[src/rtl/pc_sequencer_if.sv]
// Control/fetch bundle between the decoder/ROM side and the program-counter sequencer.
interface pc_sequencer_if #(
  parameter int unsigned PW = 10,
  parameter int unsigned IW = 9,
  parameter int unsigned SD = 4
);
  localparam int unsigned DW = $clog2(SD + 1);

  logic          stall;
  logic [IW-1:0] instr;
  logic          jump_en;
  logic          call_en;
  logic          ret_en;
  logic          branch_taken;
  logic [7:0]    branch_off;
  logic          branch_skip;
  logic          halt_req;

  logic [PW-1:0] PC;
  logic          read_jump;
  logic          halted;
  logic [DW-1:0] stack_depth;
  logic          stack_ovf;
  logic          stack_unf;

  // Decoder/ROM side: drives controls, observes the fetch state
  modport master (
    output stall, instr, jump_en, call_en, ret_en, branch_taken, branch_off,
           branch_skip, halt_req,
    input  PC, read_jump, halted, stack_depth, stack_ovf, stack_unf
  );

  // Sequencer side
  modport slave (
    input  stall, instr, jump_en, call_en, ret_en, branch_taken, branch_off,
           branch_skip, halt_req,
    output PC, read_jump, halted, stack_depth, stack_ovf, stack_unf
  );
endinterface

[src/rtl/pc_sequencer.sv]
// Program-counter sequencer: sequential fetch, relative branches, skips,
// 2-word jump/call with an operand-fetch state, return stack, stall and halt.
module pc_sequencer #(
  parameter int unsigned PW         = 10,
  parameter int unsigned IW         = 9,
  parameter int unsigned SD         = 4,
  parameter int unsigned START_ADDR = 0
) (
  input  logic            CLK,
  input  logic            reset_n,
  pc_sequencer_if.slave   bus
);
  localparam int unsigned DW = $clog2(SD + 1);
  localparam int unsigned AW = (SD > 1) ? $clog2(SD) : 1;

  typedef enum logic [1:0] {
    S_RUN     = 2'd0,
    S_OPERAND = 2'd1,
    S_HALT    = 2'd2
  } state_e;

  state_e        state_q;
  logic [PW-1:0] pc_q;
  logic [DW-1:0] depth_q;
  logic          call_q;
  logic          ovf_q;
  logic          unf_q;
  logic [PW-1:0] stack_q [SD];

  logic [PW-1:0] target_c;
  logic [PW-1:0] pc_inc_c;
  logic [PW-1:0] pc_skip_c;
  logic [PW-1:0] pc_br_c;
  logic [PW-1:0] tos_c;
  logic          stack_full_c;
  logic          stack_empty_c;

  // Jump target keeps the upper PC bits of the operand word when the operand is narrower
  generate
    if (PW > IW) begin : g_target_page
      assign target_c = {pc_q[PW-1:IW], bus.instr};
    end else begin : g_target_full
      assign target_c = bus.instr[PW-1:0];
    end
  endgenerate

  // Next-address candidates; all arithmetic wraps modulo 2^PW
  always_comb begin
    pc_inc_c      = pc_q + PW'(1);
    pc_skip_c     = pc_q + PW'(2);
    pc_br_c       = pc_q + PW'($signed(bus.branch_off));
    tos_c         = stack_q[AW'(depth_q - DW'(1))];
    stack_full_c  = (depth_q == DW'(SD));
    stack_empty_c = (depth_q == DW'(0));
  end

  // Sequencer FSM, PC, return stack and sticky error flags
  always_ff @(posedge CLK or negedge reset_n) begin
    if (!reset_n) begin
      state_q <= S_RUN;
      pc_q    <= PW'(START_ADDR);
      depth_q <= '0;
      call_q  <= 1'b0;
      ovf_q   <= 1'b0;
      unf_q   <= 1'b0;
      for (int i = 0; i < int'(SD); i++) stack_q[i] <= '0;
    end else if (!bus.stall) begin
      case (state_q)
        S_RUN: begin
          if (bus.halt_req) begin
            state_q <= S_HALT;
          end else if (bus.ret_en) begin
            if (stack_empty_c) begin
              unf_q   <= 1'b1;
              state_q <= S_HALT;
            end else begin
              pc_q    <= tos_c;
              depth_q <= depth_q - DW'(1);
            end
          end else if (bus.call_en || bus.jump_en) begin
            pc_q    <= pc_inc_c;
            call_q  <= bus.call_en;
            state_q <= S_OPERAND;
          end else if (bus.branch_taken) begin
            pc_q <= pc_br_c;
          end else if (bus.branch_skip) begin
            pc_q <= pc_skip_c;
          end else begin
            pc_q <= pc_inc_c;
          end
        end
        S_OPERAND: begin
          if (call_q && stack_full_c) begin
            ovf_q   <= 1'b1;
            state_q <= S_HALT;
          end else begin
            if (call_q) begin
              stack_q[AW'(depth_q)] <= pc_inc_c;
              depth_q               <= depth_q + DW'(1);
            end
            pc_q    <= target_c;
            state_q <= S_RUN;
          end
        end
        S_HALT: begin
          state_q <= S_HALT;
        end
        default: begin
          state_q <= S_HALT;
        end
      endcase
    end
  end

  // Outputs are registers or direct state decodes
  assign bus.PC          = pc_q;
  assign bus.read_jump   = (state_q == S_OPERAND);
  assign bus.halted      = (state_q == S_HALT);
  assign bus.stack_depth = depth_q;
  assign bus.stack_ovf   = ovf_q;
  assign bus.stack_unf   = unf_q;

endmodule
[src/flat_wrapper.sv]
// flat-port wrapper written by rule: the top's interface ports become plain ports
module pc_sequencer_flat 
#(
  parameter int unsigned PW         = 10,
  parameter int unsigned IW         = 9,
  parameter int unsigned SD         = 4,
  parameter int unsigned START_ADDR = 0
)
  (CLK, reset_n, bus_stall, bus_instr, bus_jump_en, bus_call_en, bus_ret_en, bus_branch_taken, bus_branch_off, bus_branch_skip, bus_halt_req, bus_PC, bus_read_jump, bus_halted, bus_stack_depth, bus_stack_ovf, bus_stack_unf);
  pc_sequencer_if #(.PW(PW), .IW(IW), .SD(SD)) bus_i ();
  input  logic CLK;
  input  logic reset_n;
  input wire logic [$bits(bus_i.stall)-1:0] bus_stall;
  input wire logic [$bits(bus_i.instr)-1:0] bus_instr;
  input wire logic [$bits(bus_i.jump_en)-1:0] bus_jump_en;
  input wire logic [$bits(bus_i.call_en)-1:0] bus_call_en;
  input wire logic [$bits(bus_i.ret_en)-1:0] bus_ret_en;
  input wire logic [$bits(bus_i.branch_taken)-1:0] bus_branch_taken;
  input wire logic [$bits(bus_i.branch_off)-1:0] bus_branch_off;
  input wire logic [$bits(bus_i.branch_skip)-1:0] bus_branch_skip;
  input wire logic [$bits(bus_i.halt_req)-1:0] bus_halt_req;
  output wire logic [$bits(bus_i.PC)-1:0] bus_PC;
  output wire logic [$bits(bus_i.read_jump)-1:0] bus_read_jump;
  output wire logic [$bits(bus_i.halted)-1:0] bus_halted;
  output wire logic [$bits(bus_i.stack_depth)-1:0] bus_stack_depth;
  output wire logic [$bits(bus_i.stack_ovf)-1:0] bus_stack_ovf;
  output wire logic [$bits(bus_i.stack_unf)-1:0] bus_stack_unf;
  assign bus_i.stall = bus_stall;
  assign bus_i.instr = bus_instr;
  assign bus_i.jump_en = bus_jump_en;
  assign bus_i.call_en = bus_call_en;
  assign bus_i.ret_en = bus_ret_en;
  assign bus_i.branch_taken = bus_branch_taken;
  assign bus_i.branch_off = bus_branch_off;
  assign bus_i.branch_skip = bus_branch_skip;
  assign bus_i.halt_req = bus_halt_req;
  assign bus_PC = bus_i.PC;
  assign bus_read_jump = bus_i.read_jump;
  assign bus_halted = bus_i.halted;
  assign bus_stack_depth = bus_i.stack_depth;
  assign bus_stack_ovf = bus_i.stack_ovf;
  assign bus_stack_unf = bus_i.stack_unf;
  pc_sequencer #(.PW(PW), .IW(IW), .SD(SD), .START_ADDR(START_ADDR)) u_core (.CLK(CLK), .reset_n(reset_n), .bus(bus_i));
endmodule
[config.mk]
export PLATFORM = sky130hd
export DESIGN_NAME = pc_sequencer_flat
export DESIGN_NICKNAME = d
export VERILOG_FILES = /design/src/rtl/pc_sequencer_if.sv /design/src/rtl/pc_sequencer.sv /design/src/flat_wrapper.sv
export SDC_FILE = /design/constraint.sdc
export NUM_CORES = 1
export LEC_CHECK = 0
export CAP_MARGIN = 25
export CORE_MARGIN = 5
export CORE_UTILIZATION = 60
export CTS_CLUSTER_SIZE = 24
export DETAILED_ROUTE_END_ITERATION = 10
export DONT_BUFFER_PORTS = 1
export PLACE_DENSITY_LB_ADDON = 0.05
export SYNTH_ARGS = -nofsm -noshare
export SYNTH_HDL_FRONTEND = slang
export SYNTH_SLANG_ARGS = --single-unit
[constraint.sdc]
create_clock -name CLK -period 3.8 [get_ports CLK]
set_input_delay 0.76 -clock CLK [delete_from_list [all_inputs] [get_ports CLK]]
set_output_delay 0.76 -clock CLK [all_outputs]
set_load 0.02 [all_outputs]
# ---- After elaboration in Yosys (flattened, before gate mapping)
# Index checks and enable logic that the tools add are counted.
dict set report totals {
  output_inout_bits 17
  input_bits 26
  wordCells 78
  register_bits 58
}
dict set report op_classes {
  magnitude_cmp 3
  bitwise_logic 7
  n_reduce_logical 14
  n_eq_ne 12
  n_addsub 5
  muxes 26
}
# cell n
set op_table {}
lappend op_table {{10-bit two-way mux} 9}
lappend op_table {{40-bit bitwise mux} 1}
lappend op_table {{10-bit binary-select mux with 2-bit select} 1}
lappend op_table {{10-bit demux with 2-bit select} 1}
lappend op_table {{10-bit one-hot mux with 2 select lines} 1}
lappend op_table {{5-bit AND reduction} 4}
lappend op_table {{3-bit two-way mux} 5}
lappend op_table {{10-bit by 1-bit adder with 10-bit output (second input constant)} 1}
lappend op_table {{10-bit adder} 1}
lappend op_table {{10-bit by 2-bit adder with 10-bit output (second input constant)} 1}
lappend op_table {{2-bit two-way mux} 5}
lappend op_table {{2-bit != test (second input constant)} 5}
lappend op_table {{9-bit two-way mux} 1}
lappend op_table {{4-bit by 3-bit != test with 1-bit output (second input constant)} 2}
lappend op_table {{7-bit AND reduction} 1}
lappend op_table {{3-bit greater-or-equal comparator (second input constant)} 2}
lappend op_table {{2-bit NOT with 3-bit output} 2}
lappend op_table {{3-bit one-hot mux with 2 select lines} 1}
lappend op_table {{3-bit AND reduction} 2}
lappend op_table {{1-bit NOT} 5}
lappend op_table {{2-bit one-hot mux with 2 select lines} 1}
lappend op_table {{4-bit AND reduction} 1}
lappend op_table {{3-bit by 1-bit adder with 3-bit output (second input constant)} 1}
lappend op_table {{3-bit == test (second input constant)} 1}
lappend op_table {{other kinds (11)} 12}

# ---- Logic depth before layout (Yosys ltp)
dict set report logic_depth {
  depth_word 9
  ltp_mapped 9
  mapped_depth_nobuf 8
}

# ---- Worst setup path after synthesis
# No wires, ideal clock.
dict set report synth_timing {
  path_type {reg-to-reg}
  start {reg u_core.depth_q[0] (netlist: u_core.bus.stack_depth[0])}
  end {reg u_core.pc_q[0] (netlist: u_core.bus.PC[0])}
  setup_slack_ns 1.257
  synth_period_minus_slack_ns 2.543
  setup_ns 0.126
  arrival_time_ns 2.417
  path_stages_with_launch 9
  n_path_buf 2
  required_time_ns 3.674
  cell_sequence {dfrtp_1 -> buf_2 -> inv_1 -> ha_1 -> clkbuf_1 -> mux4_2 -> nand2_1 -> a21oi_1 -> o32a_1}
}
dict set report synth_between {
  elab_chain_len 9
  word_cells_on_any_way 15
  cone_classes {1 x add/sub; 3 x eq/ne; 7 x mux; 1 x bitwise; 3 x reduce/logical}
}
# element line
set synth_rtl {}
lappend synth_rtl {{start, declared} pc_sequencer.sv:24} ;# logic [DW-1:0] depth_q;
lappend synth_rtl {{start signal, assigned} pc_sequencer.sv:78} ;# depth_q <= depth_q - DW'(1);
lappend synth_rtl {{start signal, assigned} pc_sequencer.sv:99} ;# depth_q <= depth_q + DW'(1);
lappend synth_rtl {{3-bit by 1-bit subtractor with 3-bit output} pc_sequencer.sv:52} ;# tos_c = stack_q[AW'(depth_q - DW'(1))];
lappend synth_rtl {{2-bit NOT with 3-bit output (not written as such)} pc_sequencer.sv:52}
lappend synth_rtl {{10-bit binary-select mux with 2-bit select} pc_sequencer.sv:52}
lappend synth_rtl {{10-bit two-way mux (not written as such) (2 in series)} pc_sequencer.sv:52}
lappend synth_rtl {{10-bit two-way mux} pc_sequencer.sv:73} ;# if (stack_empty_c) begin
lappend synth_rtl {{10-bit two-way mux} pc_sequencer.sv:72} ;# end else if (bus.ret_en) begin
lappend synth_rtl {{10-bit two-way mux} pc_sequencer.sv:70} ;# if (bus.halt_req) begin
lappend synth_rtl {{10-bit one-hot mux with 2 select lines} pc_sequencer.sv:68} ;# case (state_q)
lappend synth_rtl {{end signal, assigned} pc_sequencer.sv:77} ;# pc_q <= tos_c;
lappend synth_rtl {{end signal, assigned} pc_sequencer.sv:81} ;# pc_q <= pc_inc_c;
lappend synth_rtl {{end signal, assigned} pc_sequencer.sv:85} ;# pc_q <= pc_br_c;
lappend synth_rtl {{end, declared} pc_sequencer.sv:23} ;# logic [PW-1:0] pc_q;
# Several ways; a longest one is shown, not always the timed one. The select of a mux whose other input is x is not followed.
# A chain may end at the register's enable or synchronous reset.

# ---- Worst setup path after layout
dict set report layout_timing {
  start {reg u_core.state_q[0]}
  end {out bus_read_jump}
}
dict set report layout_between {
  elab_chain_len 1
}
# element line
set layout_rtl {}
lappend layout_rtl {{start, declared} pc_sequencer.sv:22} ;# state_e state_q;
lappend layout_rtl {{start signal, assigned} pc_sequencer.sv:60} ;# state_q <= S_RUN;
lappend layout_rtl {{start signal, assigned} pc_sequencer.sv:71} ;# state_q <= S_HALT;
lappend layout_rtl {{start signal, assigned} pc_sequencer.sv:75} ;# state_q <= S_HALT;
lappend layout_rtl {{2-bit by 1-bit == test with 1-bit output} pc_sequencer.sv:117} ;# assign bus.read_jump = (state_q == S_OPERAND);
lappend layout_rtl {{end, declared} flat_wrapper.sv:23} ;# output wire logic [$bits(bus_i.read_jump)-1:0] bus_read_jump;
# Every way passes these cells.

==> results.ini <==
[outcome]
status=finished, final reports clean

[clocking]
cts_hold_buf=0
htreeDepth=3
cts_setup_buffers=0
cts-root-buf=clkbuf_8
ctsResizeCount=0
cts_buffer_depth=2
cts_tree=built
cts_buffers=9
clk_latency_ns=0.35
clkSinkCount=58
clkTransAtPathRegs_ns=0.07

[synthesis]
synth_top_family_by_area=compound AO/OA/AOI/OAI gates
synth_most_common_cell=nand2_1
synth_edf_count=0
netlist_instances=389
ys_seq_area_frac=0.400
async_flop_share=1.00
synth_adder_area_share=0.0607
yosysWarnings=0
syn_area_um2=3630
synth_nets=432
syn_area_per_cell_um2=9.32
yosysTopAreaCellShare=0.400
synth-xor-area-share=0.0507
ys_ff_latch=58
ys_types=57
synth_area_leaders=dfrtp_1, nand2_1, o21ai_0
synthTopCellsByCount=nand2_1, dfrtp_1, o21ai_0
synth_flop_cell=dfrtp_1
synth_simple_gate_area_frac=0.165
synth-compound-area-share=0.200
synthMuxAreaShare=0.0859
synth_top_cell_by_area=dfrtp_1

[timing]
whs_ns=0.0979
worst_pin_slew_ns=0.847
period_minus_slack_ns=2.59
relSlewSlack=0.435
maxSlewViolCount=0
hold_viol=0
tns_ns=0
setup_viol=0
max_freq_ghz=0.387
rsz0062_at_grt=false
finalCritPeriodShare=0.680
skew_ns=0.0129

[placed_design]
io_buffer_count=0
place_congestion=0.889
dp_hpwl_mm=6.43

[critical_path]
worst_ep_required_time_ns=3.04
arrival_ns=1.83
critical-path-slowest-cell=dfrtp_1
worstPathMaxFanout=14
start_kind=flip-flop
crit_path_end_kind=output pin
max_stage_delay_ns=0.66
worstPathCellList=nand2b_1 -> inv_1
critical_path_class=flip-flop to output pin

[floorplanning]
start_util=0.616
ioPinCount=43
die_w_um=87.8
rows=28
coreArea_um2=5890
die_area_um2=7700
die_y_um=87.8

[pwr]
share_comb_of_total_power=0.184
clkPwrFrac=0.406
p_sw_w=0.000494
powerDensity_nw_per_um2=437
p_sw_frac=0.292
leakagePower_nw=1.65
seqPwrFrac=0.410
ir_drop_v=0.000241
p_int_w=0.00120

[detailed_routing]
vias=2876
viasPerCell=6.24
wl_per_cell_um=19.3
ant_nets=0
wirelength_mm=8.89
drc_errors=0
dr.pass1.iters=5
drtIter0Drc=241

[cells_and_area]
layout.nets=424
drive_above_1_share=0.104
diodes=0
syn2layout_area_growth_pct=6.76

[hold_path]
hold_path.class=input pin to async pin

[job]
drv_cap=0

[global_routing]
grtUsageTotal=0.261
first_global_vias=2934
antenna_found_initial=0
grt_pass1_wl_mm=15.3
grt-ovfl-total=0
grt_max_degree=59

## worst max-delay path, delay by kind of cell, from the launching register on
kind / cells / cell delay (ns)
flip-flops: 1 / 0.66
buffers and inverters: 1 / 0.42
AND/OR/NAND/NOR: 1 / 0.40
## flip-flops by register name (all words and copies together), names as in the netlist
name	cells
u_core.bus.PC	10
u_core.bus.stack_ovf	1
u_core.stack_q	40
u_core.call_q	1
u_core.bus.stack_depth	3
u_core.state_q	2
u_core.bus.stack_unf	1
## layout by cell type, fill, tap and decap left out, types with 10 or more instances in the layout
cell type  Yosys  final
ha_1          16     16
nand2_1       74     74
xnor2_1       10     10
mux4_2        10     10
a21oi_1       23     23
inv_1         10     10
o21ai_0       48     48
nor2_1        15     15
dfrtp_1       58     58
xor2_1        11     11
## final cells by class
cell class / count / area [um^2]
clock buffers: 11 / 131
flip-flops and latches: 58 / 1450
fillers: 513 / 2010
well taps: 75 / 93.8
clock inverters: 5 / 103
inverters: 10 / 37.5
repair buffers: 2 / 15.0
multi-input cells: 300 / 2040
## worst paths after layout
path                                     from                  to  slack [ns]  cells after the start
max                         u_core.state_q[0]       bus_read_jump        1.21                      2
min                                   reset_n  u_core.stack_q[23]         0.1                      0
max reg2reg                 u_core.state_q[0]  u_core.stack_q[21]        1.25                      4
min reg2reg                u_core.stack_q[34]  u_core.stack_q[34]        0.48                      2
max in group asynchronous             reset_n    u_core.bus.PC[2]        3.60                      0
min in group CLK           u_core.stack_q[34]  u_core.stack_q[34]        0.48                      2
## power by group through the flow
| stage | Sequential, W | Clock [W] | Combinational (W) |
|---|---|---|---|
| after floorplan | 0.000698 | 0 | 0.000242 |
| after global placement | 0.000704 | 0 | 0.000306 |
| after detailed placement | 0.000704 | 0 | 0.000310 |
| after CTS | 0.000693 | 0.000692 | 0.000311 |
| after global routing | 0.000697 | 0.000727 | 0.000346 |
| final | 0.000693 | 0.000687 | 0.000311 |
## layer usage
metal / vias up / GRT usage / part of all wire
met4: 0 / 0.0739 / 0.015
met5: - / 0 / 0
li1: 1386 / - / -
met1: 1387 / 0.366 / 0.44
met2: 86 / 0.395 / 0.46
met3: 17 / 0.0781 / 0.085
## cell families (layout without fill, tap and decap cells)
kind of cell | Yosys count | count (layout)
DFF | 58 | 58
adders and majority gates | 17 | 17
muxes | 18 | 18
buffers and inverters | 31 | 28
xor gates and xnor gates | 21 | 21
AOI/OAI and AO/OA | 114 | 114
and+or+nand+nor | 130 | 130
## stage by stage
stage	total power [W]	cells	utilization	setup slack, ns	instance area (um^2)
after CTS	0.00170	461	0.658	1.24	3870
after detailed placement	0.00101	445	0.618	1.15	3640
after global placement	0.00101	445	0.618	1.18	3640
final	0.00169	461	0.658	1.21	3870
after global routing	0.00177	461	0.658	1.07	3870
after floorplan	0.000941	389	-	1.26	3630
(Power assumes the default switching activity.)
